$ cat src/rtl/adc_seq_ctrl.sv
// ADC temperature-path sequencer: starts and stops the ADC sequencer over its CSR and
// box-car averages samples into a RAM ring. Optional hysteresis alarm: define TEMP_ALARM_EN.
module adc_seq_ctrl #(
  parameter int          AVG_LOG2    = 3,
  parameter int          ADDR_W      = 4,
  parameter int          TIMEOUT_CYC = 4096,
  parameter logic [11:0] ALARM_HI    = 12'hC00,
  parameter logic [11:0] ALARM_LO    = 12'hB80
) (
  input  logic              clk_i,
  input  logic              rst_ni,
  input  logic              enable_i,
  input  logic              pll_locked_i,
  output logic              csr_address_o,
  output logic              csr_write_o,
  output logic [31:0]       csr_writedata_o,
  input  logic              rsp_valid_i,
  input  logic [11:0]       rsp_data_i,
  output logic [ADDR_W-1:0] ram_addr_o,
  output logic [11:0]       ram_data_o,
  output logic              ram_wren_o,
  output logic [11:0]       avg_data_o,
  output logic              avg_valid_o,
  output logic              busy_o,
  output logic              timeout_err_o,
  output logic              temp_alarm_o
);

  // state     | meaning
  // IDLE      | acquisition disabled
  // WAIT_LOCK | enabled, waiting for ADC PLL lock
  // START     | one-cycle CSR write of continuous-run command
  // RUN       | collecting samples, averaging into the ring
  // STOP      | one-cycle CSR write of stop command
  localparam logic [2:0] IDLE      = 3'd0;
  localparam logic [2:0] WAIT_LOCK = 3'd1;
  localparam logic [2:0] START     = 3'd2;
  localparam logic [2:0] RUN       = 3'd3;
  localparam logic [2:0] STOP      = 3'd4;

  localparam int AW = 12 + AVG_LOG2;
  localparam int TW = $clog2(TIMEOUT_CYC + 1);
  localparam logic [AVG_LOG2-1:0] CNT_LAST = '1;
  localparam logic [TW-1:0]       TMO_LOAD = TW'(TIMEOUT_CYC - 1);

  if (AVG_LOG2 < 1 || AVG_LOG2 > 8) begin : g_bad_avg
    $error("AVG_LOG2 must be in 1..8");
  end
  if (ALARM_LO >= ALARM_HI) begin : g_bad_alarm
    $error("ALARM_LO must be below ALARM_HI");
  end

  logic [2:0]          state_q, state_d;
  logic [AW-1:0]       acc_q, acc_d;
  logic [AVG_LOG2-1:0] cnt_q, cnt_d;
  logic [TW-1:0]       tmo_q, tmo_d;
  logic [ADDR_W-1:0]   ptr_q, ptr_d;
  logic [11:0]         avg_q, avg_d;
  logic                wr_q, wr_d;
  logic                err_q, err_d;

  logic          in_run, tmo_hit, run_exit, last;
  logic [AW-1:0] acc_sum;
  logic [11:0]   avg_new;

  always_comb begin
    in_run   = (state_q == RUN);
    tmo_hit  = in_run && !rsp_valid_i && (tmo_q == '0);
    run_exit = in_run && (!enable_i || !pll_locked_i || tmo_hit);
    // An exit in the same cycle as the final sample discards that sample.
    last     = in_run && !run_exit && rsp_valid_i && (cnt_q == CNT_LAST);
    acc_sum  = acc_q + AW'(rsp_data_i);
    avg_new  = acc_sum[AW-1:AVG_LOG2];
  end

  always_comb begin
    state_d = state_q;
    case (state_q)
      IDLE:      if (enable_i) state_d = WAIT_LOCK;
      WAIT_LOCK: begin
        if (!enable_i)         state_d = IDLE;
        else if (pll_locked_i) state_d = START;
      end
      START:     state_d = RUN;
      RUN:       if (run_exit) state_d = STOP;
      STOP:      state_d = enable_i ? WAIT_LOCK : IDLE;
      default:   state_d = IDLE;
    endcase
  end

  always_comb begin
    acc_d = acc_q;
    cnt_d = cnt_q;
    if (!in_run || run_exit || last) begin
      acc_d = '0;
      cnt_d = '0;
    end else if (rsp_valid_i) begin
      acc_d = acc_sum;
      cnt_d = cnt_q + AVG_LOG2'(1);
    end

    tmo_d = tmo_q;
    if (state_q == START || (in_run && rsp_valid_i)) tmo_d = TMO_LOAD;
    else if (in_run && tmo_q != '0)                  tmo_d = tmo_q - TW'(1);

    wr_d  = last;
    avg_d = last ? avg_new : avg_q;
    ptr_d = wr_q ? ptr_q + ADDR_W'(1) : ptr_q;

    err_d = err_q;
    if (tmo_hit)                          err_d = 1'b1;
    else if (state_q == IDLE && !enable_i) err_d = 1'b0;
  end

  always_ff @(posedge clk_i or negedge rst_ni) begin
    if (!rst_ni) begin
      state_q <= IDLE;
      acc_q   <= '0;
      cnt_q   <= '0;
      tmo_q   <= '0;
      ptr_q   <= '0;
      avg_q   <= '0;
      wr_q    <= 1'b0;
      err_q   <= 1'b0;
    end else begin
      state_q <= state_d;
      acc_q   <= acc_d;
      cnt_q   <= cnt_d;
      tmo_q   <= tmo_d;
      ptr_q   <= ptr_d;
      avg_q   <= avg_d;
      wr_q    <= wr_d;
      err_q   <= err_d;
    end
  end

`ifdef TEMP_ALARM_EN
  logic alarm_q;
  always_ff @(posedge clk_i or negedge rst_ni) begin
    if (!rst_ni) begin
      alarm_q <= 1'b0;
    end else if (last) begin
      if (avg_new >= ALARM_HI)      alarm_q <= 1'b1;
      else if (avg_new <= ALARM_LO) alarm_q <= 1'b0;
    end
  end
  assign temp_alarm_o = alarm_q;
`else
  assign temp_alarm_o = 1'b0;
`endif

  assign csr_address_o   = 1'b0;
  assign csr_write_o     = (state_q == START) || (state_q == STOP);
  assign csr_writedata_o = (state_q == START) ? 32'h3 : 32'h0;
  assign ram_addr_o      = ptr_q;
  assign ram_data_o      = avg_q;
  assign ram_wren_o      = wr_q;
  assign avg_data_o      = avg_q;
  assign avg_valid_o     = wr_q;
  assign busy_o          = (state_q == START) || (state_q == RUN) || (state_q == STOP);
  assign timeout_err_o   = err_q;

endmodule

$ cat config.mk
export PLATFORM = sky130hd
export DESIGN_NAME = adc_seq_ctrl
export DESIGN_NICKNAME = d
export VERILOG_FILES = /design/src/rtl/adc_seq_ctrl.sv
export SDC_FILE = /design/constraint.sdc
export NUM_CORES = 1
export LEC_CHECK = 0
export CAP_MARGIN = 20
export CORE_MARGIN = 2
export CORE_UTILIZATION = 40
export DETAILED_ROUTE_END_ITERATION = 10
export HOLD_SLACK_MARGIN = 0.03
export PLACE_DENSITY_LB_ADDON = 0.05
export SLEW_MARGIN = 30
export SYNTH_ARGS = -nofsm -noshare
export SYNTH_HDL_FRONTEND = slang
export SYNTH_SLANG_ARGS = --single-unit
$ cat constraint.sdc
create_clock -name clk_i -period 3.7 [get_ports clk_i]
set_clock_uncertainty 0.2 [all_clocks]
set_input_delay 0.555 -clock clk_i [delete_from_list [all_inputs] [get_ports clk_i]]
set_output_delay 0.555 -clock clk_i [all_outputs]
set_load 0.05 [all_outputs]
==> metrics.md, run 1 <==
| Metric | Value |
|---|---|
| Status | `complete, no violations` |
| Synth Area in Adders | `0.0719` |
| GPL Wtd Cong | `0.782` |
| Hold buffer count at cts | `0` |
| Pwr Total | `0.00137 W` |
| Yosys cell types | `49` |
| CTS H-tree lvls | `2` |
| Final setup viols | `0` |
| Final Core Density | `0.478` |
| Worst-path clk slew | `0.10 ns` |
| Critical Path, Cell by Cell | `clkdlybuf4s50_1 -> ha_1 -> inv_1 -> fa_1 -> and2b_4 -> o211ai_4 -> a2111oi_4 -> o21ai_2 -> or3_1 -> o21ai_1` |
| Synthesized area per cell | `9.93 um^2` |
| IO Pins | `84` |
| Worst R2R Path Depth | `9` |
| Maximum fanout along the worst path | `3` |
| Hold WC Path Type | `input pin to asynchronous set/reset pin` |
| Worst path required time | `3.75 ns` |
| Post-synthesis simple-gate area fraction | `0.136` |
| WS Path Type | `input pin to flip-flop` |
| Primary FF master, synth | `dfrtp_1` |
| Area growth from synthesis to final layout | `14.7%` |
| RSZ-0062 raised after global routing | `false` |
| Number of max-cap violations | `0` |
| CP Launch Type | `input pin` |
| Share of cells above drive strength 1 | `0.0902` |
| Multiplexer share of the synthesized area | `0.0379` |
| Max Fclk | `0.331 GHz` |
| Final wirelength | `6290 um` |
| Vias in the first global route | `2,141` |
| Cts repair resizes | `0` |
| CP peak stage delay | `0.46 ns` |
| Post-CTS setup buffer count | `0` |
| Yosys top cell area share | `0.402` |
| P_leak | `1.65 nW` |
| Die W | `93.9 um` |
| Antenna Nets Post-Route | `0` |
| Yosys reg bits | `52` |
| Initial core utilization | `0.417` |
| Initial antenna violation count | `0` |
| Global-route wire length before repair | `10,400 um` |
| Total global routing overflow | `0` |
| Synth Area in Compound Gates | `0.149` |
| Mapped Cells | `326` |
| Tmin final | `3.02 ns` |
| Core area | `7770 um^2` |
| Setup crit start | `rsp_data_i[0]` |
| Routed len/inst | `13.4 um` |
| # DRC | `0` |
| Antenna diode count | `0` |
| Largest family of logic cells by synthesized area | `compound AO/OA/AOI/OAI gates` |
| Die area | `8820 um^2` |
| Rows | `32` |
| Reg2reg end | `acc_q[12]` |
| EDFF count, synth | `0` |
| Die height | `93.9 um` |
| Post-Synth XOR/XNOR Area | `0.0704` |
| Crit path capture type | `flip-flop` |
| Largest net degree at the start of global routing | `32` |
| Yosys warnings | `0` |
| PwrDens | `370 nW/um^2` |
| Dpl hpwl | `4700 um` |
| Later-pin clock latency in the skew report | `0.31 ns` |
| Gr usage total | `0.150` |
| Flop2flop setup slack | `1.03 ns` |
| # nets final | `400` |
| Worst rel slew slack | `0.477` |
| Cell Area, Synth | `3240 um^2` |
| Clk buf depth | `2` |
| Worst Max-Slew Pin Slew | `0.782 ns` |
| DR vias/cell | `4.84` |
| Worst VDD drop | `0.142 mV` |
| Seq/Total Area, Yosys | `0.402` |
| Violation count after the first detailed-route iteration | `44` |
| TritonCTS clock tree | `built` |
| Root Buffer | `clkbuf_8` |
| Final TNS setup | `0 ns` |
| PortBufs | `51` |
| TritonCTS sink count | `52` |
| Via count | `2,263` |
| Tcrit/Tclk final | `0.817` |
| Slowest library cell on the worst path | `clkdlybuf4s50_1` |
| Worst path bufs/invs | `2` |
| FFs w/ async S/R, synth | `1.00` |
| RR Startpoint | `acc_q[0]` |
| Crit path arrival time | `3.07 ns` |
| Top post-synthesis cells by area | `dfrtp_1 (40%), buf_4 (11%), ha_1 (6.6%)` |
| Slew Viols, Final | `0` |
| Drt pass-1 iters | `4` |
| Final Hold Fails | `0` |
| CTS buffer count | `5` |
| Synth area leader | `dfrtp_1` |
| Largest delay share family, worst path | `compound AO/OA/AOI/OAI gates` |
==> cell families after synthesis <==
| kind of cell | after synthesis |
|---|---|
| xor+xnor | 26 |
| mux | 11 |
| buf+inv | 65 |
| flops | 52 |
| other cells | 1 |
| simple gates | 83 |
| fa+ha+maj | 18 |
| compound gates | 70 |
==> cell usage after synthesis (2+ instances only) <==
master    instances
nor2b_1           2
ha_1             17
nand3_1           7
o21ai_0          10
nor3_1            5
inv_1            12
o21a_1            2
nor2_1           13
xor2_1            7
buf_2             3
and3_1            2
a22o_1           11
a21oi_1          18
xnor2_1          19
or3_1             3
o21ai_1          14
nand2b_1          3
nor4_4            2
buf_4            47
nand4_1           3
mux2_2           10
nor4_1            2
o211ai_1          2
dfrtp_1          52
nand2_1          35
clkbuf_1          2
==> worst max path at each step <==
stage / endpoint / cells past startpoint / slack [ns]
after floorplan: avg_data_o[7] / 9 / 0.98
after global placement: avg_data_o[7] / 10 / 0.38
after detailed placement: acc_q[12] / 10 / 0.37
after CTS: acc_q[12] / 10 / 0.69
after global routing: avg_data_o[11] / 10 / 0.55
final: acc_q[12] / 10 / 0.68
==> report_power, final <==
| group | switching [W] | internal (W) | leakage (nW) |
|---|---|---|---|
| clock network | 0.000198 | 0.000132 | 0.0479 |
| logic | 0.000287 | 0.000119 | 0.935 |
| registers | 0.0000423 | 0.000595 | 0.664 |
==> worst reg2reg max path: stages (launching register included) <==
cell	delay, ns
dfrtp_1	0.36
ha_1	0.18
inv_1	0.06
fa_1	0.39
and2b_4	0.28
o211ai_4	0.10
a2111oi_4	0.46
o21ai_2	0.14
or3_1	0.35
o21ai_1	0.07
==> layer usage <==
metal	GRT usage	vias up	routed length, um
met5	0	-	0
met4	0.0471	0	82
met3	0.0289	8	260
met2	0.242	52	3010
met1	0.205	1072	2940
li1	-	1131	-
==> stage by stage <==
stage | hold WS, ns | worst slack [ns] | cell area (um^2) | std cells
finish | 0.0934 | 0.675 | 3710 | 468
global route | 0.150 | 0.546 | 3710 | 468
CTS | 0.109 | 0.691 | 3710 | 468
detailed placement | 0.267 | 0.370 | 3620 | 460
global placement | 0.263 | 0.380 | 3620 | 460
floorplan | 0.0594 | 0.976 | 3350 | 357
==> cell usage in the layout, fill, tap and decap left out, types with 2 or more instances in the layout <==
master            n
a21oi_1          18
a22o_1           11
and3_1            2
buf_4             2
clkbuf_8          5
clkdlybuf4s50_1  50
clkinv_2          2
conb_1           32
dfrtp_1          52
ha_1             17
inv_1            12
mux2_2           10
nand2_1          35
nand2b_1          3
nand3_1           7
nand4_1           3
nor2_1           13
nor2b_1           2
nor3_1            5
nor4_1            2
nor4_4            2
o211ai_1          2
o21a_1            2
o21ai_0          10
o21ai_1          14
or3_1             3
xnor2_1          19
xor2_1            7
==> registers in the layout, indices dropped and copies added (netlist names) <==
| name | cells |
|---|---|
| state_q | 3 |
| avg_valid_o | 1 |
| tmo_q | 13 |
| avg_data_o | 12 |
| ram_addr_o | 4 |
| timeout_err_o | 1 |
| acc_q | 15 |
| cnt_q | 3 |
==> cell type report <==
class	count	area, um^2
fillers	749	4060
clock inverters	3	18.8
inverters	13	48.8
flip-flops and latches	52	1300
clock buffers	5	68.8
multi-input cells	240	1630
repair buffers	53	520
well taps	102	128
Note: power is estimated with default switching activity, not from simulation.
==> run 2: changes to the inputs <==
==> constraint.sdc (replaced) <==
create_clock -name clk_i -period 2.56 [get_ports clk_i]
set_clock_uncertainty 0.2 [all_clocks]
set_input_delay 0.384 -clock clk_i [delete_from_list [all_inputs] [get_ports clk_i]]
set_output_delay 0.384 -clock clk_i [all_outputs]
set_load 0.05 [all_outputs]
==> run 2 against run 1 <==
Net effect: the run now ends with setup timing left; non-clock buffer count grew 29; sequential power grew 45%; final cell count is 6.2% higher; core utilization increased by 3.6 points; first-iteration DRC count up 41%; via count up 6.2%; power up 53%; die area unchanged; critical path type is now flip-flop to flip-flop; critical endpoint is now avg_data_o[7].
==> metrics.md, run 2 (same netlist as run 1, synthesis figures left out) <==
| Metric | Value |
|---|---|
| Worst path bufs/invs | `1` |
| PortBufs | `51` |
| Rows | `32` |
| Clk buf depth | `2` |
| Register share of total power | `0.439` |
| Reg2reg end | `avg_data_o[7]` |
| Later-pin clock latency in the skew report | `0.31 ns` |
| CTS buffer count | `5` |
| GPL Wtd Cong | `0.792` |
| Violation count after the first detailed-route iteration | `62` |
| Failing checks | `setup timing` |
| Slowest library cell on the worst path | `a2111oi_4` |
| TritonCTS clock tree | `built` |
| Core area | `7770 um^2` |
| Tmin final | `2.57 ns` |
| Via count | `2,404` |
| Worst path required time | `2.56 ns` |
| P_leak | `1.83 nW` |
| Max Fclk | `0.389 GHz` |
| Worst setup margin | `-0.0130 ns` |
| Flop2flop setup slack | `-0.01 ns` |
| Final Hold Fails | `0` |
| Most frequent cells in the layout | `dfrtp_1 (52), clkdlybuf4s50_1 (44), nand2_1 (35), conb_1 (32), buf_4 (30)` |
| # DRC | `0` |
| Die W | `93.9 um` |
| Final wirelength | `6480 um` |
| TritonCTS sink count | `52` |
| Total global routing overflow | `0` |
| Share of cells above drive strength 1 | `0.180` |
| Status | `complete, but fails checks` |
| Final TNS setup | `-0.0130 ns` |
| DR vias/cell | `4.84` |
| Drt pass-1 iters | `4` |
| Antenna diode count | `0` |
| Clock power frac | `0.269` |
| Tcrit/Tclk final | `1.01` |
| Final Core Density | `0.514` |
| Die area | `8820 um^2` |
| Initial antenna violation count | `0` |
| Worst R2R Path Depth | `9` |
| CTS H-tree lvls | `2` |
| Root Buffer | `clkbuf_8` |
| Worst Max-Slew Pin Slew | `0.659 ns` |
| Number of max-cap violations | `0` |
| Die height | `93.9 um` |
| Routed len/inst | `13.0 um` |
| CP peak stage delay | `0.42 ns` |
| Critical Path, Cell by Cell | `ha_2 -> inv_2 -> fa_2 -> and2b_4 -> o211ai_4 -> a2111oi_4 -> nor2_1 -> xnor2_1 -> mux2_4` |
| Worst-path clk slew | `0.10 ns` |
| Switching portion of total power | `0.363` |
| Gr usage total | `0.153` |
| RSZ-0062 raised after global routing | `true` |
| Initial core utilization | `0.417` |
| Max reg flops | `15` |
| Internal | `0.00134 W` |
| Antenna Nets Post-Route | `0` |
| Hold Path Sink | `ram_addr_o[3]` |
| # nets final | `429` |
| Crit path arrival time | `2.57 ns` |
| Fillers | `709` |
| Area growth from synthesis to final layout | `23.3%` |
| Global-route wire length before repair | `10,600 um` |
| Combinational share of power | `0.293` |
| RR Startpoint | `acc_q[0]` |
| Commonest non-fill, non-tap cell in the layout | `dfrtp_1` |
| Hold Startpoint | `ram_addr_o[3]` |
| Largest net degree at the start of global routing | `53` |
| PwrDens | `527 nW/um^2` |
| Worst rel slew slack | `0.561` |
| Largest Register | `acc_q` |
| Slew Viols, Final | `0` |
| Final setup viols | `1` |
| Net Sw Power | `0.000763 W` |
| Worst VDD drop | `0.346 mV` |
| WS Path Type | `flip-flop to flip-flop` |
| IO Pins | `84` |
| Largest delay share family, worst path | `adder cells` |
| Vias in the first global route | `2,278` |
| Hold WC Path Type | `flip-flop to flip-flop` |
| WHS Path Cells | `1` |
| CP Launch Type | `flip-flop` |
| Maximum fanout along the worst path | `3` |
| Crit path capture type | `flip-flop` |
| Dpl hpwl | `4800 um` |
## run 2: changes by cell type in the layout (fill, tap and decap cells not counted), moves of 2 or more
cell             change
clkdlybuf4s50_1      -6
dlygate4sd2_1        +4
buf_4               +28
inv_2                +2
inv_1                -2
## run 2: cell type report
type / instances / area, um^2 / area share
clock inverters: 3 / 42.5 / 0.0107
multi-input cells: 240 / 1660 / 0.416
inverters: 13 / 48.8 / 0.0122
well taps: 102 / 128 / 0.0320
repair buffers: 82 / 739 / 0.185
flip-flops and latches: 52 / 1300 / 0.326
clock buffers: 5 / 68.8 / 0.0172
## run 2: power by group through the flow
| stage | clock network (W) | registers (W) | logic [W] |
|---|---|---|---|
| floorplan | 0 | 0.000909 | 0.000515 |
| global placement | 0 | 0.000939 | 0.000626 |
| detailed placement | 0 | 0.000938 | 0.000627 |
| CTS | 0.000590 | 0.000923 | 0.000621 |
| global route | 0.000621 | 0.000933 | 0.000674 |
| finish | 0.000565 | 0.000923 | 0.000616 |
## run 2: through the flow
| step | instances | worst slack (ns) | power (W) | hold slack [ns] | cell area (um^2) |
|---|---|---|---|---|---|
| after floorplan | 357 | 0.00687 | 0.00142 | -0.112 | 3350 |
| after global placement | 485 | -0.564 | 0.00156 | 0.263 | 3810 |
| after detailed placement | 485 | -0.581 | 0.00157 | 0.270 | 3810 |
| after CTS | 495 | -0.0147 | 0.00213 | 0.286 | 3950 |
| after global routing | 497 | -0.135 | 0.00223 | 0.301 | 3990 |
| final | 497 | -0.0130 | 0.00210 | 0.284 | 3990 |
## run 2: how the worst max path moves through the flow
stage	endpoint	slack (ns)	from	depth (start not counted)
2_1_floorplan	avg_data_o[7]	0.007	rsp_data_i[0]	9
3_5_place_dp	avg_data_o[7]	-0.58	rsp_data_i[0]	10
6_report	avg_data_o[7]	-0.01	acc_q[0]	9
5_1_grt	avg_data_o[7]	-0.14	acc_q[0]	9
3_3_place_gp	avg_data_o[7]	-0.56	rsp_data_i[0]	10
4_1_cts	avg_data_o[7]	-0.01	acc_q[0]	9
## run 2: layer usage
| layer | track usage | up-vias | wire (um) |
|---|---|---|---|
| met5 | 0 | - | 0 |
| met1 | 0.199 | 1162 | 2970 |
| met4 | 0.0399 | 0 | 63 |
| met2 | 0.260 | 55 | 3180 |
| met3 | 0.0297 | 5 | 272 |
| li1 | - | 1182 | - |
## run 2: worst reg2reg max path, stage by stage (launching register included)
cell       delay, ns
dfrtp_1         0.37
ha_2            0.19
inv_2           0.04
fa_2            0.36
and2b_4         0.28
o211ai_4        0.10
a2111oi_4       0.42
nor2_1          0.09
xnor2_1         0.16
mux2_4          0.26
## run 2: repair_timing
item / CTS / global route
pin swaps: 10 / 3
resized for setup: 10 / 6
endpoints found under the setup margin: 8 / 7
cloned: 0 / 0
hold buffers: 1 / 0
endpoints found under the hold margin: 40 / 0
setup buffers: 1 / 2
==> RTL change 1, RTL diff (config.mk and constraints of run 1) <==
Put a register stage on the outputs `csr_write_o`, `csr_writedata_o` and `busy_o`, with the module's reset. The values now appear one clock later. The other outputs are not delayed to match.
--- a/src/rtl/adc_seq_ctrl.sv
+++ b/src/rtl/adc_seq_ctrl.sv
@@ -151,6 +151,4 @@
 
   assign csr_address_o   = 1'b0;
-  assign csr_write_o     = (state_q == START) || (state_q == STOP);
-  assign csr_writedata_o = (state_q == START) ? 32'h3 : 32'h0;
   assign ram_addr_o      = ptr_q;
   assign ram_data_o      = avg_q;
@@ -158,5 +156,15 @@
   assign avg_data_o      = avg_q;
   assign avg_valid_o     = wr_q;
-  assign busy_o          = (state_q == START) || (state_q == RUN) || (state_q == STOP);
+  always_ff @(posedge clk_i or negedge rst_ni) begin
+    if (!rst_ni) begin
+      csr_write_o     <= '0;
+      csr_writedata_o <= '0;
+      busy_o          <= '0;
+    end else begin
+      csr_write_o     <= (state_q == START) || (state_q == STOP);
+      csr_writedata_o <= (state_q == START) ? 32'h3 : 32'h0;
+      busy_o          <= (state_q == START) || (state_q == RUN) || (state_q == STOP);
+    end
+  end
   assign timeout_err_o   = err_q;
 
Behaviour: not the same (a bounded check fails within 4 cycles, from zero or initial values and one cycle with rst_ni low).
==> RTL change 1 against run 1 <==
- final cell count is 4.1% higher
- count of clock-buffer cells in the layout unchanged
- design area up 2.7%
- fmax down 2.0%
- routed wire length increased by 2.8%
- utilization decreased by 0.92 points
- synthesized area increased by 2.6%
- total power grew 2.0%
- setup slack worse by 62 ps
- sequential cell count rose by 3
==> RTL change 1: results (changes against run 1) <==
status: "completed"
synth_cell_types: 50  # +2.0%
routedWlPerCell_um: 13.3  # -1.2%
syn_inst: 343  # +5.2%
drive_gt1_share_pct: 7.85  # -1.2 points
grt_pass1_vias: 2171  # +1.4%
nFillCells: 798  # +6.5%
dp_cells: 479  # +4.1%
io_buffers: 51  # unchanged
irDropWorstVdd_v: 0.000470  # +230%
ys_top_cells_by_count: "55 x dfrtp_1, 46 x buf_4, 36 x nand2_1"
met2_usage_pct: 24.3  # +0.13 points
clock_latency_ps: 310  # about the same
antenna_cells: 0  # unchanged
finalNetCount: 416  # +4.0%
gp_routability_congestion: 0.809  # +3.4%
top_register: "acc_q"
drt_iter0_drc: 89  # +100%
synth_warnings: 0  # unchanged
ys_seq_area_share_pct: 41.5  # +1.2 points
use_met3_pct: 2.85  # -0.043 points
grt_usage_pct: 14.9  # -0.078 points
cp_max_fo: 4  # +1
largest_register_ff_count: 15  # unchanged
slew_headroom_pct: 59.1  # +11 points
synth-main-ff-cell: "dfrtp_1"
met1_usage_pct: 20.4  # -0.047 points
dp_hpwl_um: 4730  # +0.58%
dr.pass1.iters: 4  # unchanged
path_clk_slew_ps: 120  # +20 ps
cpPeakStageDelay_ps: 550  # +90 ps
grt_pass1_wl_um: 10500  # +0.93%
p_int_mw: 0.888  # +4.9%
synth_area_leaders: "dfrtp_1 41%, buf_4 10%, ha_1 6.4%"
vias: 2365  # +4.5%
crit_slowest_cell: "or4_1"
p_leak_nw: 1.68  # +1.9%
dp_slack_ps: 328  # -42.5 ps
routed_wl_um: 6460  # +2.8%
cp.arrival_ps: 3140  # +70 ps
RTL change 1: cell count changes in the layout (fill, tap and decap cells not counted), sizes merged, moves of 4 or more:
cell   delta
nor2     +10
xnor2     -9
o21ai     -8
o31ai     +5
o21a      +4
xor2      +4
RTL change 1: final timing paths:
path	end	cells after the start	slack, ps	from
worst max-delay path	acc_q[12]	10	610	rsp_data_i[0]
worst min-delay path	cnt_q[2]	1	40	rst_ni
worst max register to register	acc_q[12]	9	890	acc_q[0]
worst min register to register	ram_addr_o[3]	1	280	ram_addr_o[3]
max in group asynchronous	tmo_q[2]	2	2440	rst_ni
min in group clk_i	ram_addr_o[3]	1	280	ram_addr_o[3]
RTL change 1: kinds of logic after synthesis:
logic type / count (synthesis) / synth area share (%)
compound gates: 78 / 16.1
xor+xnor: 21 / 5.54
fa+ha+maj: 18 / 7.01
buf+inv: 65 / 12.8
flops: 55 / 41.5
mux: 7 / 2.37
other cells: 1 / 0.113
simple gates: 98 / 14.7
RTL change 1: power groups by stage:
stage                     Combinational, mW  Clock, mW  Sequential, mW
after CTS                             0.372      0.374           0.680
after global routing                  0.400      0.399           0.688
after detailed placement              0.370          0           0.691
final                                 0.368      0.353           0.681
after global placement                0.372          0           0.692
after floorplan                       0.282          0           0.710
RTL change 1: cell type report:
type	count	area share, %
multi-input cells	254	42.9
flip-flops and latches	55	36.1
repair buffers	55	14.0
well taps	105	3.45
clock buffers	5	1.81
inverters	10	0.985
clock inverters	3	0.722
RTL change 1: stage by stage:
stage | cell area, sq um | hold slack [ps]
3_5_place_dp | 3720 | 266
2_1_floorplan | 3440 | 59.4
4_1_cts | 3810 | 49.1
6_report | 3810 | 36.9
5_1_grt | 3810 | 54.7
3_3_place_gp | 3720 | 262
RTL change 1: worst reg2reg max path: stages, from the launching register on:
cell and delay [ps]:
dfrtp_1 390, ha_1 190, inv_1 70, fa_1 200, nor2b_1 70, o31a_1 280, o31ai_1 440, a21boi_0 290
or4_1 550, nand3_1 90
RTL change 1: layer usage:
layer  part of all wire, %  wire length [um]
met3                   3.6               235
met1                    46              3000
met4                  0.57                37
met5                     0                 0
met2                    49              3190
==> RTL change 2, RTL diff (flow settings as in run 1) <==
Without the edit above. Set the parameter `TIMEOUT_CYC` to 8192 (it was 4096).
--- a/src/rtl/adc_seq_ctrl.sv
+++ b/src/rtl/adc_seq_ctrl.sv
@@ -4,5 +4,5 @@
   parameter int          AVG_LOG2    = 3,
   parameter int          ADDR_W      = 4,
-  parameter int          TIMEOUT_CYC = 4096,
+  parameter int          TIMEOUT_CYC = 8192,
   parameter logic [11:0] ALARM_HI    = 12'hC00,
   parameter logic [11:0] ALARM_LO    = 12'hB80
Check against the original RTL: no difference found for any inputs over 10 cycles, from zero or initial values and one cycle with rst_ni low; that may be too few to reach the edited logic, so the function may still have changed.
==> RTL change 2 against run 1 <==
- total power up 5.0%
- setup slack improved by 210 ps
- synthesized area increased by 9.5%
- routed wire length grew 24%
- design area up 8.0%
- sequential share of layout area is 2.0 points lower
- sequential power increased by 3.6%
- sequential cell count increased by 1
- combinational power increased by 7.1%
- register-to-register slack better by 200 ps
- utilization down 1.4 points
- largest cell class unchanged
- largest power group unchanged
==> RTL change 2: results (changes against run 1) <==
status: "completed"
dp_cells: 519  # +13%
top_register: "acc_q"
vias_per_cell: 5.26  # +8.8%
dp_hpwl_um: 5680  # +21%
cts.repair.resized: 0  # unchanged
grt_pass1_wl_um: 13400  # +29%
p_leak_nw: 1.73  # +5.1%
gp_routability_congestion: 0.819  # +4.7%
grt_max_degree: 36  # +13%
slew_headroom_pct: 45.4  # -2.3 points
nFillCells: 862  # +15%
period_needed_ps: 2810  # -211 ps
cp.arrival_ps: 2060  # -1010 ps
post_dp_cell_area_sq_um: 3920  # +8.2%
timing.rr.end: "acc_q[3]"
worstRegToRegCells: 8  # -1
cp_max_fo: 7  # +4
reg2reg_from: "tmo_q[0]"
hp-class: "primary input to async pin"
synth_cell_types: 52  # +6.1%
rrSetupSlack_ps: 1230  # +200 ps
drt_iter0_drc: 78  # +77%
grt_usage_pct: 16.9  # +1.9 points
syn_inst: 384  # +18%
routed_wl_um: 7780  # +24%
synth_area_leaders: "dfrtp_1 37%, buf_4 10%, ha_1 6.0%"
routedWlPerCell_um: 14.8  # +9.9%
ys_seq_area_share_pct: 37.4  # -2.8 points
finalNetCount: 453  # +13%
drive_gt1_share_pct: 6.68  # -2.3 points
ys_top_cells_by_count: "53 x dfrtp_1, 47 x buf_4, 45 x nand2_1"
synth-main-ff-cell: "dfrtp_1"
grt_pass1_vias: 2708  # +26%
crit_start: "state_q[2]"
area_delta_synth_final_pct: 13.2
dp_slack_ps: 647  # +277 ps
irDropWorstVdd_v: 0.000157  # +10%
endpoint: "csr_writedata_o[0]"
path_clk_slew_ps: 100  # about the same
[RTL change 2: metal layers]
layer	vias to the layer above	part of all wire, %	track usage, %
li1	1353	-	-
met1	1347	50	24.7
met3	8	4.1	2.72
met4	0	1.2	4.49
met2	65	44	26.1
met5	-	0	0
[RTL change 2: critical path, stage by stage, from the launching register on]
cell,delay (ps)
dfrtp_1,460
nand2b_1,300
nor2_1,180
clkdlybuf4s50_1,820
[RTL change 2: worst min-delay path by stage]
stage / from / to / slack (ps) / cells after the start
CTS: rst_ni / acc_q[7] / 160 / 1
global placement: ram_addr_o[3] / ram_addr_o[3] / 260 / 1
detailed placement: ram_addr_o[3] / ram_addr_o[3] / 270 / 1
finish: rst_ni / avg_data_o[9] / 120 / 1
global route: rst_ni / acc_q[7] / 190 / 1
floorplan: rst_ni / acc_q[0] / 60 / 0
[RTL change 2: cell families after synthesis]
family / after synthesis / share of synthesized area [%]
flip-flops: 53 / 37.4
AO/OA/AOI/OAI: 83 / 15.7
adder cells (fa/ha/maj): 18 / 6.57
buffers and inverters: 70 / 12.6
AND/OR/NAND/NOR: 130 / 19.9
XOR/XNOR: 23 / 5.69
multiplexers: 6 / 1.91
other: 1 / 0.106
[RTL change 2: cell type report]
type / count / area share (%)
clock buffers: 6 / 1.81
clock inverters: 2 / 0.343
inverters: 11 / 1.03
multi-input cells: 292 / 47.0
flip-flops and latches: 53 / 33.1
well taps: 108 / 3.37
repair buffers: 55 / 13.4
[RTL change 2: report_power, final]
part           switching (mW)  internal (mW)
clock network           0.212          0.136
registers              0.0536          0.607
logic                   0.307          0.128
